<file path="src/rtl/memory_writeback_cycle.sv">
// Combined MEM/WB stage: runs one req/ack data-memory transaction per load or store,
// stalls the upstream pipeline while it is outstanding, and registers the write-back triple.
module memory_writeback_cycle #(
  parameter int DATA_W  = 18,
  parameter int ADDR_W  = 10,
  parameter int TIMEOUT = 15
) (
  input  logic              clk,
  input  logic              rst,
  input  logic              RegWriteM,
  input  logic              MemWriteM,
  input  logic              ResultSrcM,
  input  logic [4:0]        RDM,
  input  logic [DATA_W-1:0] ALUResultM,
  input  logic [DATA_W-1:0] WriteDataM,
  output logic              mem_req,
  output logic              mem_we,
  output logic [ADDR_W-1:0] mem_addr,
  output logic [DATA_W-1:0] mem_wdata,
  input  logic              mem_ack,
  input  logic [DATA_W-1:0] mem_rdata,
  output logic              StallM,
  output logic              RegWriteW,
  output logic [4:0]        RDW,
  output logic [DATA_W-1:0] ResultW,
  output logic              MemErr
);

  localparam int CW = $clog2(TIMEOUT + 1);
  localparam logic [CW-1:0] CNT_LAST = CW'(TIMEOUT - 1);

  typedef enum logic {IDLE, REQ} state_t;

  state_t            state_reg, state_next;
  logic [CW-1:0]     cnt_reg, cnt_next;
  logic              req_reg, req_next;
  logic              we_reg, we_next;
  logic [ADDR_W-1:0] addr_reg, addr_next;
  logic [DATA_W-1:0] wdata_reg, wdata_next;
  logic              load_reg, load_next;
  logic [4:0]        rd_reg, rd_next;
  logic              rw_reg, rw_next;
  logic              rw_w_reg, rw_w_next;
  logic [4:0]        rd_w_reg, rd_w_next;
  logic [DATA_W-1:0] result_w_reg, result_w_next;
  logic              err_reg, err_next;
  logic              access;
  logic              timeout_hit;
  logic              stall;

  assign access      = ResultSrcM | MemWriteM;
  // An ack in the final allowed cycle takes priority over the timeout.
  assign timeout_hit = (state_reg == REQ) && (cnt_reg == CNT_LAST) && !mem_ack;

  always_comb begin
    state_next    = state_reg;
    cnt_next      = cnt_reg;
    req_next      = req_reg;
    we_next       = we_reg;
    addr_next     = addr_reg;
    wdata_next    = wdata_reg;
    load_next     = load_reg;
    rd_next       = rd_reg;
    rw_next       = rw_reg;
    rw_w_next     = rw_w_reg;
    rd_w_next     = rd_w_reg;
    result_w_next = result_w_reg;
    err_next      = 1'b0;
    stall         = 1'b0;

    case (state_reg)
      IDLE: begin
        if (access) begin
          stall      = 1'b1;
          we_next    = MemWriteM;
          addr_next  = ALUResultM[ADDR_W-1:0];
          wdata_next = WriteDataM;
          load_next  = ResultSrcM;
          rd_next    = RDM;
          rw_next    = RegWriteM;
          rw_w_next  = 1'b0;
          cnt_next   = '0;
          req_next   = 1'b1;
          state_next = REQ;
        end else begin
          rw_w_next     = RegWriteM;
          rd_w_next     = RDM;
          result_w_next = ALUResultM;
        end
      end
      REQ: begin
        stall = !mem_ack && !timeout_hit;
        if (mem_ack || timeout_hit) begin
          state_next = IDLE;
          req_next   = 1'b0;
          err_next   = timeout_hit;
          if (load_reg) begin
            rw_w_next     = rw_reg;
            rd_w_next     = rd_reg;
            result_w_next = mem_ack ? mem_rdata : '0;
          end else begin
            rw_w_next = 1'b0;
          end
        end else begin
          cnt_next = cnt_reg + CW'(1);
        end
      end
      default: begin
        state_next = IDLE;
        req_next   = 1'b0;
      end
    endcase
  end

  always_ff @(posedge clk) begin
    if (!rst) begin
      state_reg    <= IDLE;
      cnt_reg      <= '0;
      req_reg      <= 1'b0;
      we_reg       <= 1'b0;
      addr_reg     <= '0;
      wdata_reg    <= '0;
      load_reg     <= 1'b0;
      rd_reg       <= '0;
      rw_reg       <= 1'b0;
      rw_w_reg     <= 1'b0;
      rd_w_reg     <= '0;
      result_w_reg <= '0;
      err_reg      <= 1'b0;
    end else begin
      state_reg    <= state_next;
      cnt_reg      <= cnt_next;
      req_reg      <= req_next;
      we_reg       <= we_next;
      addr_reg     <= addr_next;
      wdata_reg    <= wdata_next;
      load_reg     <= load_next;
      rd_reg       <= rd_next;
      rw_reg       <= rw_next;
      rw_w_reg     <= rw_w_next;
      rd_w_reg     <= rd_w_next;
      result_w_reg <= result_w_next;
      err_reg      <= err_next;
    end
  end

  assign mem_req   = req_reg;
  assign mem_we    = we_reg;
  assign mem_addr  = addr_reg;
  assign mem_wdata = wdata_reg;
  assign StallM    = stall;
  assign RegWriteW = rw_w_reg;
  assign RDW       = rd_w_reg;
  assign ResultW   = result_w_reg;
  assign MemErr    = err_reg;

endmodule

</file>
<file path="config.mk">
export PLATFORM = sky130hd
export DESIGN_NAME = memory_writeback_cycle
export DESIGN_NICKNAME = d
export VERILOG_FILES = /design/src/rtl/memory_writeback_cycle.sv
export SDC_FILE = /design/constraint.sdc
export NUM_CORES = 1
export LEC_CHECK = 0
export ABC_AREA = 1
export CORE_MARGIN = 3
export CORE_UTILIZATION = 40
export CTS_BUF_LIST = sky130_fd_sc_hd__clkbuf_4 sky130_fd_sc_hd__clkbuf_8
export CTS_CLUSTER_SIZE = 20
export DETAILED_ROUTE_END_ITERATION = 7
export GPL_TIMING_DRIVEN = 0
export PLACE_DENSITY = 0.81
export SLEW_MARGIN = 20
export SYNTH_ARGS = -nofsm -noshare
export SYNTH_HDL_FRONTEND = slang
export SYNTH_SLANG_ARGS = --single-unit
</file>
<file path="constraint.sdc">
create_clock -name clk -period 1.6 [get_ports clk]
set_clock_uncertainty 0.1 [all_clocks]
set_input_delay 0.4 -clock clk [delete_from_list [all_inputs] [get_ports clk]]
set_output_delay 0.4 -clock clk [all_outputs]
set_load 0.01 [all_outputs]
</file>
==> results.py, run 1 <==
metrics = {
    "setup_path": {
        "crit_family": "buffers and inverters",
        "arrival_ps": 1350,
        "worst_setup_path_end_kind": "output pin",
        "crit_type": "primary input to output pin",
        "critPathMaxFanout": 2,
        "critPathMaxStageDelay_ps": 510,
        "reg2reg_from": "state_reg",
        "crit_top_cell": "buf_6",
        "crit_slowest_cell": "clkdlybuf4s50_1",
        "r2r_end": "RDW[1]",
        "worst_setup_path_start_kind": "primary input",
        "ff2ff_setup_slack_ps": 50,
        "rr_worst_depth": 9,
        "cp_cell_sequence": "clkdlybuf4s50_1 -> inv_2 -> nand3_4 -> buf_6 -> nand2_8 -> buf_6",
        "worst-path-buf-inv": 4,
        "worstPathRequired_ps": 1100,
    },
    "route": {
        "drt_first_pass_iters": 5,
        "first_iter_violations": 132,
        "drc_errors": 0,
        "wirelength_um": 9430,
        "avgViaCountPerCell": 4.85,
        "vias": 3209,
        "drt.antenna.violating_nets": 0,
        "wl_per_cell_um": 14.3,
    },
    "synth": {
        "yosysTopAreaCell": "dfxtp_1",
        "yosysSeqAreaShare_pct": 45.4,
        "ys.flop_type": "dfxtp_1",
        "avgSynthCellArea_um2": 7.15,
        "yosysWarnings": 0,
        "synth_cell_types": 28,
        "synth_area_um2": 2950,
        "synth_cells": 413,
        "yosysTopAreaCellShare_pct": 45.4,
        "synth-edff-count": 0,
        "ys_async_sr_fraction_pct": 0,
        "ys_ff_latch": 67,
        "syn-num-nets": 480,
        "synth.most_common_cell": "nor2_1",
        "synth.top_cells.by_count": "nor2_1 (108), nand2_1 (79), dfxtp_1 (67)",
        "synth_area_leaders": "dfxtp_1 (45%), nor2_1 (14%), nand2_1 (10%)",
    },
    "placed_design": {
        "gp_congestion": 0.874,
        "io_buffer_count": 120,
        "hpwl_um": 6490,
        "place_ws_ps": -908,
    },
    "floorplan": {
        "die_x_um": 91.9,
        "core_um2": 6980,
        "ios": 121,
        "die_area_um2": 8450,
        "initial_core_util_pct": 42.3,
        "die_h_um": 91.9,
        "rows": 30,
    },
    "clock_tree": {
        "insertion_delay_ps": 340,
        "numCtsBuffers": 9,
        "cts_num_sinks": 67,
        "root_buffer": "clkbuf_8",
        "clock_path_buffers": 2,
        "clk_pin_slew_worst_paths_ps": 70,
        "htree_levels": 3,
        "cts_tree": "yes",
    },
    "sta": {
        "layout_min_cycle_time_ps": 1850,
        "fin_crit_sh_pct": 116,
        "slew_violations": 0,
        "slew-limit-headroom_pct": 66.7,
        "hold_viol": 0,
        "setup_viol": 1,
        "tightestPinTransition_ps": 500,
        "rsz0062_at_grt": "true",
        "fmax_mhz": 539,
        "fin_ws_ps": -254,
    },
    "worst_hold_path": {
        "hp-class": "flip-flop to flip-flop",
        "hold_end": "RegWriteW",
        "whs_path_depth": 2,
        "min_from": "RegWriteW",
    },
    "global_routing": {
        "grt_max_degree": 20,
        "grt_first_pass_wirelength_um": 14600,
        "antenna_found_initial": 0,
        "grt_use_total_pct": 21.6,
        "first_global_vias": 3117,
        "grt_remaining_overflow": 0,
    },
    "status": {
        "violations": "negative setup slack",
        "status": "finished with violations",
    },
    "cells_and_area": {
        "diodes": 0,
        "drive_above_1_share_pct": 13.6,
        "postLayoutCoreUtil_pct": 67.0,
        "syn_to_final_growth_pct": 58.3,
        "fillers": 615,
        "nets": 627,
    },
    "job": {
        "drv_cap": 0,
    },
    "power": {
        "ir_drop_mv": 0.664,
        "p_per_area_nw_per_um2": 997,
        "leakage_nw": 2.25,
    },
}
## layer usage
| metal | part of all wire (%) | global-route usage (%) | up-vias |
|---|---|---|---|
| met4 | 1.9 | 9.65 | 0 |
| met3 | 6.4 | 4.84 | 14 |
| met1 | 41 | 25.2 | 1481 |
| li1 | - | - | 1615 |
| met2 | 51 | 37.7 | 99 |
| met5 | 0 | 0 | - |
## how the worst max path moves through the flow
stage	end	slack (ps)	cells past startpoint	start
floorplan	StallM	8	6	cnt_reg[0]
global placement	StallM	-920	6	ResultSrcM
detailed placement	StallM	-910	6	MemWriteM
CTS	StallM	-230	7	cnt_reg[0]
global route	StallM	-290	7	cnt_reg[0]
finish	StallM	-250	6	mem_ack
## where the power goes
part           internal (mW)  switching [mW]  total, mW
Combinational          0.574           0.607       1.18
Clock                  0.871           0.684       1.55
Sequential              1.84          0.0897       1.93
## cell type report
class | count | area, µm² | area share [%]
multi-input cells | 304 | 1470 | 31.5
flip-flops and latches | 67 | 1350 | 28.8
repair buffers | 137 | 1270 | 27.1
plain buffers | 27 | 195 | 4.17
clock buffers | 9 | 124 | 2.65
well taps | 96 | 120 | 2.57
clock inverters | 7 | 92.6 | 1.98
inverters | 14 | 60.1 | 1.28
## cells by family after synthesis
family	after synthesis	share of synthesized area, %
xor gates and xnor gates	1	0.297
AOI/OAI and AO/OA	63	11.3
adders and majority gates	2	0.847
buffers and inverters	42	7.16
and+or+nand+nor	238	35.0
DFF	67	45.4
## worst reg2reg max path: cells and delay by family, from the launching register on
| kind | cells | cell delay, ps |
|---|---|---|
| and+or+nand+nor | 5 | 430 |
| buffers and inverters | 4 | 590 |
| DFF | 1 | 330 |
## stage by stage
stage	cells	setup TNS, ps	instance area, µm²	total power [mW]	hold WS, ps
finish	661	-254	4680	4.66	367
global route	661	-807	4680	4.89	402
CTS	652	-231	4550	4.60	370
detailed placement	629	-23210	4280	3.12	362
global placement	629	-22630	4280	3.10	353
floorplan	413	0	2950	2.53	355
## timing repair
item	in CTS	in global routing
endpoints found under the setup margin	80	22
gates resized for setup	79	26
hold buffers	0	0
buffers inserted	8	8
pin swaps	4	5
cloned	0	1
## placed cells by master (no fill, tap or decap), types with 4 or more instances in the layout
cell	n
o21ai_1	26
buf_6	9
a21boi_0	5
clkdlybuf4s50_1	62
a21oi_1	17
a21oi_2	4
nand2_1	79
o21ai_0	9
dfxtp_1	65
buf_4	18
inv_2	4
inv_1	9
dlygate4sd2_1	57
nand3_1	28
buf_2	11
clkbuf_8	9
clkbuf_1	4
nor2_1	108
nand3b_1	12
No activity file was read; power rests on OpenSTA's default activity.
==> run 2: changes to the inputs <==
--- a/config.mk
+++ b/config.mk
@@ -5,9 +5,8 @@
 export SDC_FILE = /design/constraint.sdc
 export NUM_CORES = 1
 export LEC_CHECK = 0
-export ABC_AREA = 1
-export CORE_MARGIN = 3
-export CORE_UTILIZATION = 40
+export CAP_MARGIN = 15
+export CORE_UTILIZATION = 39
 export CTS_BUF_LIST = sky130_fd_sc_hd__clkbuf_4 sky130_fd_sc_hd__clkbuf_8
 export CTS_CLUSTER_SIZE = 20
 export DETAILED_ROUTE_END_ITERATION = 7
==> results.py, run 2 <==
metrics = {
    "status": {
        "status": "finished with violations",
        "violations": "negative setup slack",
    },
    "synth": {
        "yosysTopAreaCell": "dfxtp_1",
        "yosysSeqAreaShare_pct": 47.6,
        "synth_area_um2": 2820,
        "ys_ff_latch": 67,
        "synth_cells": 333,
        "synth_cell_types": 31,
        "yosysTopAreaCellShare_pct": 47.6,
        "synth.most_common_cell": "nand2_1",
        "synth_area_leaders": "dfxtp_1 (48%), nand2_1 (12%), a221oi_2 (9.1%)",
        "ys.flop_type": "dfxtp_1",
        "yosysWarnings": 0,
        "avgSynthCellArea_um2": 8.47,
        "synth.top_cells.by_count": "nand2_1 (88), dfxtp_1 (67), a21oi_1 (40)",
        "synth-edff-count": 0,
        "ys_async_sr_fraction_pct": 0,
        "syn-num-nets": 400,
    },
    "placed_design": {
        "gp_congestion": 0.792,
        "hpwl_um": 5870,
        "place_ws_ps": -1030,
        "io_buffer_count": 119,
        "dpl_cell_area_um2": 4160,
        "placedCellCount": 548,
    },
    "sta": {
        "fin_ws_ps": -253,
        "tightestPinTransition_ps": 533,
        "fin_crit_sh_pct": 116,
        "fin_hold_ws_ps": 351,
        "fin_setup_tns_ps": -4320,
        "layout_min_cycle_time_ps": 1850,
        "rsz0062_at_grt": "true",
        "slew-limit-headroom_pct": 64.5,
        "hold_viol": 0,
        "fmax_mhz": 540,
        "setup_viol": 24,
        "slew_violations": 0,
    },
    "setup_path": {
        "crit_type": "primary input to output pin",
        "worst_setup_path_end_kind": "output pin",
        "arrival_ps": 1350,
        "critPathMaxStageDelay_ps": 340,
        "worstPathRequired_ps": 1100,
        "r2r_end": "ResultW[4]",
        "rr_worst_depth": 8,
        "ff2ff_setup_slack_ps": -230,
        "crit_top_cell": "buf_6",
        "cp_cell_sequence": "dlygate4sd2_1 -> o21bai_4 -> buf_6 -> o21ai_4 -> buf_6",
        "crit_slowest_cell": "dlygate4sd2_1",
        "reg2reg_from": "cnt_reg[0]",
        "critPathMaxFanout": 10,
        "worst_setup_path_start_kind": "primary input",
    },
    "floorplan": {
        "die_x_um": 87.0,
        "initial_core_util_pct": 40.8,
        "die_area_um2": 7570,
        "ios": 121,
        "rows": 30,
        "core_um2": 6910,
        "die_h_um": 87.0,
    },
    "cells_and_area": {
        "syn_to_final_growth_pct": 62.3,
        "fillers": 578,
        "final_cell_mix": "nand2_1 (88), dfxtp_1 (64), clkdlybuf4s50_1 (60)",
        "final_cells": 577,
        "fin_area_um2": 4570,
        "seqCellArea_um2": 1350,
        "diodes": 0,
        "multi_input_area_um2": 1300,
        "drive_above_1_share_pct": 16.8,
        "postLayoutCoreUtil_pct": 66.2,
        "final_common_cell": "nand2_1",
        "nets": 545,
    },
    "worst_hold_path": {
        "hold_end": "mem_wdata[12]",
        "whs_path_depth": 2,
        "min_from": "mem_wdata[12]",
        "hp-class": "flip-flop to flip-flop",
    },
    "power": {
        "leakage_nw": 1.99,
        "p_per_area_nw_per_um2": 934,
        "p_sw_mw": 1.17,
        "total_power_mw": 4.27,
        "p_int_mw": 3.10,
        "clkPwrFrac_pct": 32.1,
        "p_sw_share_pct": 27.4,
        "p_comb_share_pct": 23.9,
        "p_seq_share_pct": 44.0,
        "ir_drop_mv": 0.507,
    },
    "global_routing": {
        "first_global_vias": 2920,
        "grt_use_total_pct": 24.2,
        "grt_first_pass_wirelength_um": 13800,
        "grt_use_met2_pct": 44.5,
        "antenna_found_initial": 0,
        "grtUsageMet3_pct": 8.06,
        "grt.busiest_layer": "met2",
        "grt_max_degree": 11,
        "grt_util_met1_pct": 24.9,
        "grt_remaining_overflow": 0,
    },
    "clock_tree": {
        "numCtsBuffers": 9,
        "holdBufCountCts": 0,
        "root_buffer": "clkbuf_8",
        "clk_pin_slew_worst_paths_ps": 70,
        "cts_tree": "yes",
        "insertion_delay_ps": 330,
        "clock_path_buffers": 2,
        "htree_levels": 3,
        "cts_num_sinks": 67,
    },
    "job": {
        "drv_cap": 0,
    },
    "route": {
        "drt.antenna.violating_nets": 0,
        "vias": 2863,
        "drc_errors": 0,
        "wl_per_cell_um": 15.6,
        "drt_first_pass_iters": 4,
        "wirelength_um": 8970,
        "first_iter_violations": 107,
        "avgViaCountPerCell": 4.96,
    },
}
## run 2: cell count changes after synthesis, moves of 17 or more
cell      delta
nand3_1     -27
nor2_1     -107
inv_1       +22
a221oi_2    +17
a21oi_1     +19
o21ai_1     -25
## run 2: routing by layer
| layer | share of wire [%] | up-vias |
|---|---|---|
| li1 | - | 1415 |
| met1 | 39 | 1322 |
| met2 | 52 | 111 |
| met4 | 1.8 | 0 |
| met5 | 0 | - |
| met3 | 7.9 | 15 |
## run 2: worst max path at each step
stage / slack (ps) / from / cells after the start / end
after detailed placement: -1030 / ResultSrcM / 5 / StallM
after floorplan: -20 / cnt_reg[0] / 5 / StallM
after global placement: -970 / ResultSrcM / 5 / StallM
final: -250 / ResultSrcM / 5 / StallM
after global routing: -290 / cnt_reg[0] / 5 / StallM
after CTS: -300 / cnt_reg[0] / 6 / StallM
## run 2: worst max-delay path: cells and delay by family
| kind | cells | cell delay [ps] |
|---|---|---|
| AOI/OAI and AO/OA | 2 | 310 |
| buffers and inverters | 3 | 640 |
## run 2: cell families after synthesis
kind of cell,Yosys count,synth area share [%]
AND/OR/NAND/NOR,103,14.9
AO/OA/AOI/OAI,102,26.9
flip-flops,67,47.6
buffers and inverters,59,9.68
adder cells (fa/ha/maj),2,0.888
## run 2: what timing repair did
item	CTS	global route
resized for setup	85	13
pin swaps	7	1
buffers inserted	12	2
cloned	3	0
setup endpoints to repair	112	56
## run 2: area by class of cell
cell class,instances,share of cell area (%)
multi-input combinational,207,28.4
clock buffer,11,3.17
sequential,67,29.5
inverter,33,2.71
timing repair buffer,136,28.9
buffer,24,3.80
clock inverter,3,0.875
tap,96,2.63
## run 2: power groups by stage
stage	logic (mW)	clock network [mW]	registers (mW)
3_5_place_dp	0.957	0	1.92
6_report	1.02	1.37	1.88
3_3_place_gp	0.941	0	1.91
2_1_floorplan	0.386	0	1.97
5_1_grt	1.10	1.47	1.89
4_1_cts	0.994	1.39	1.88
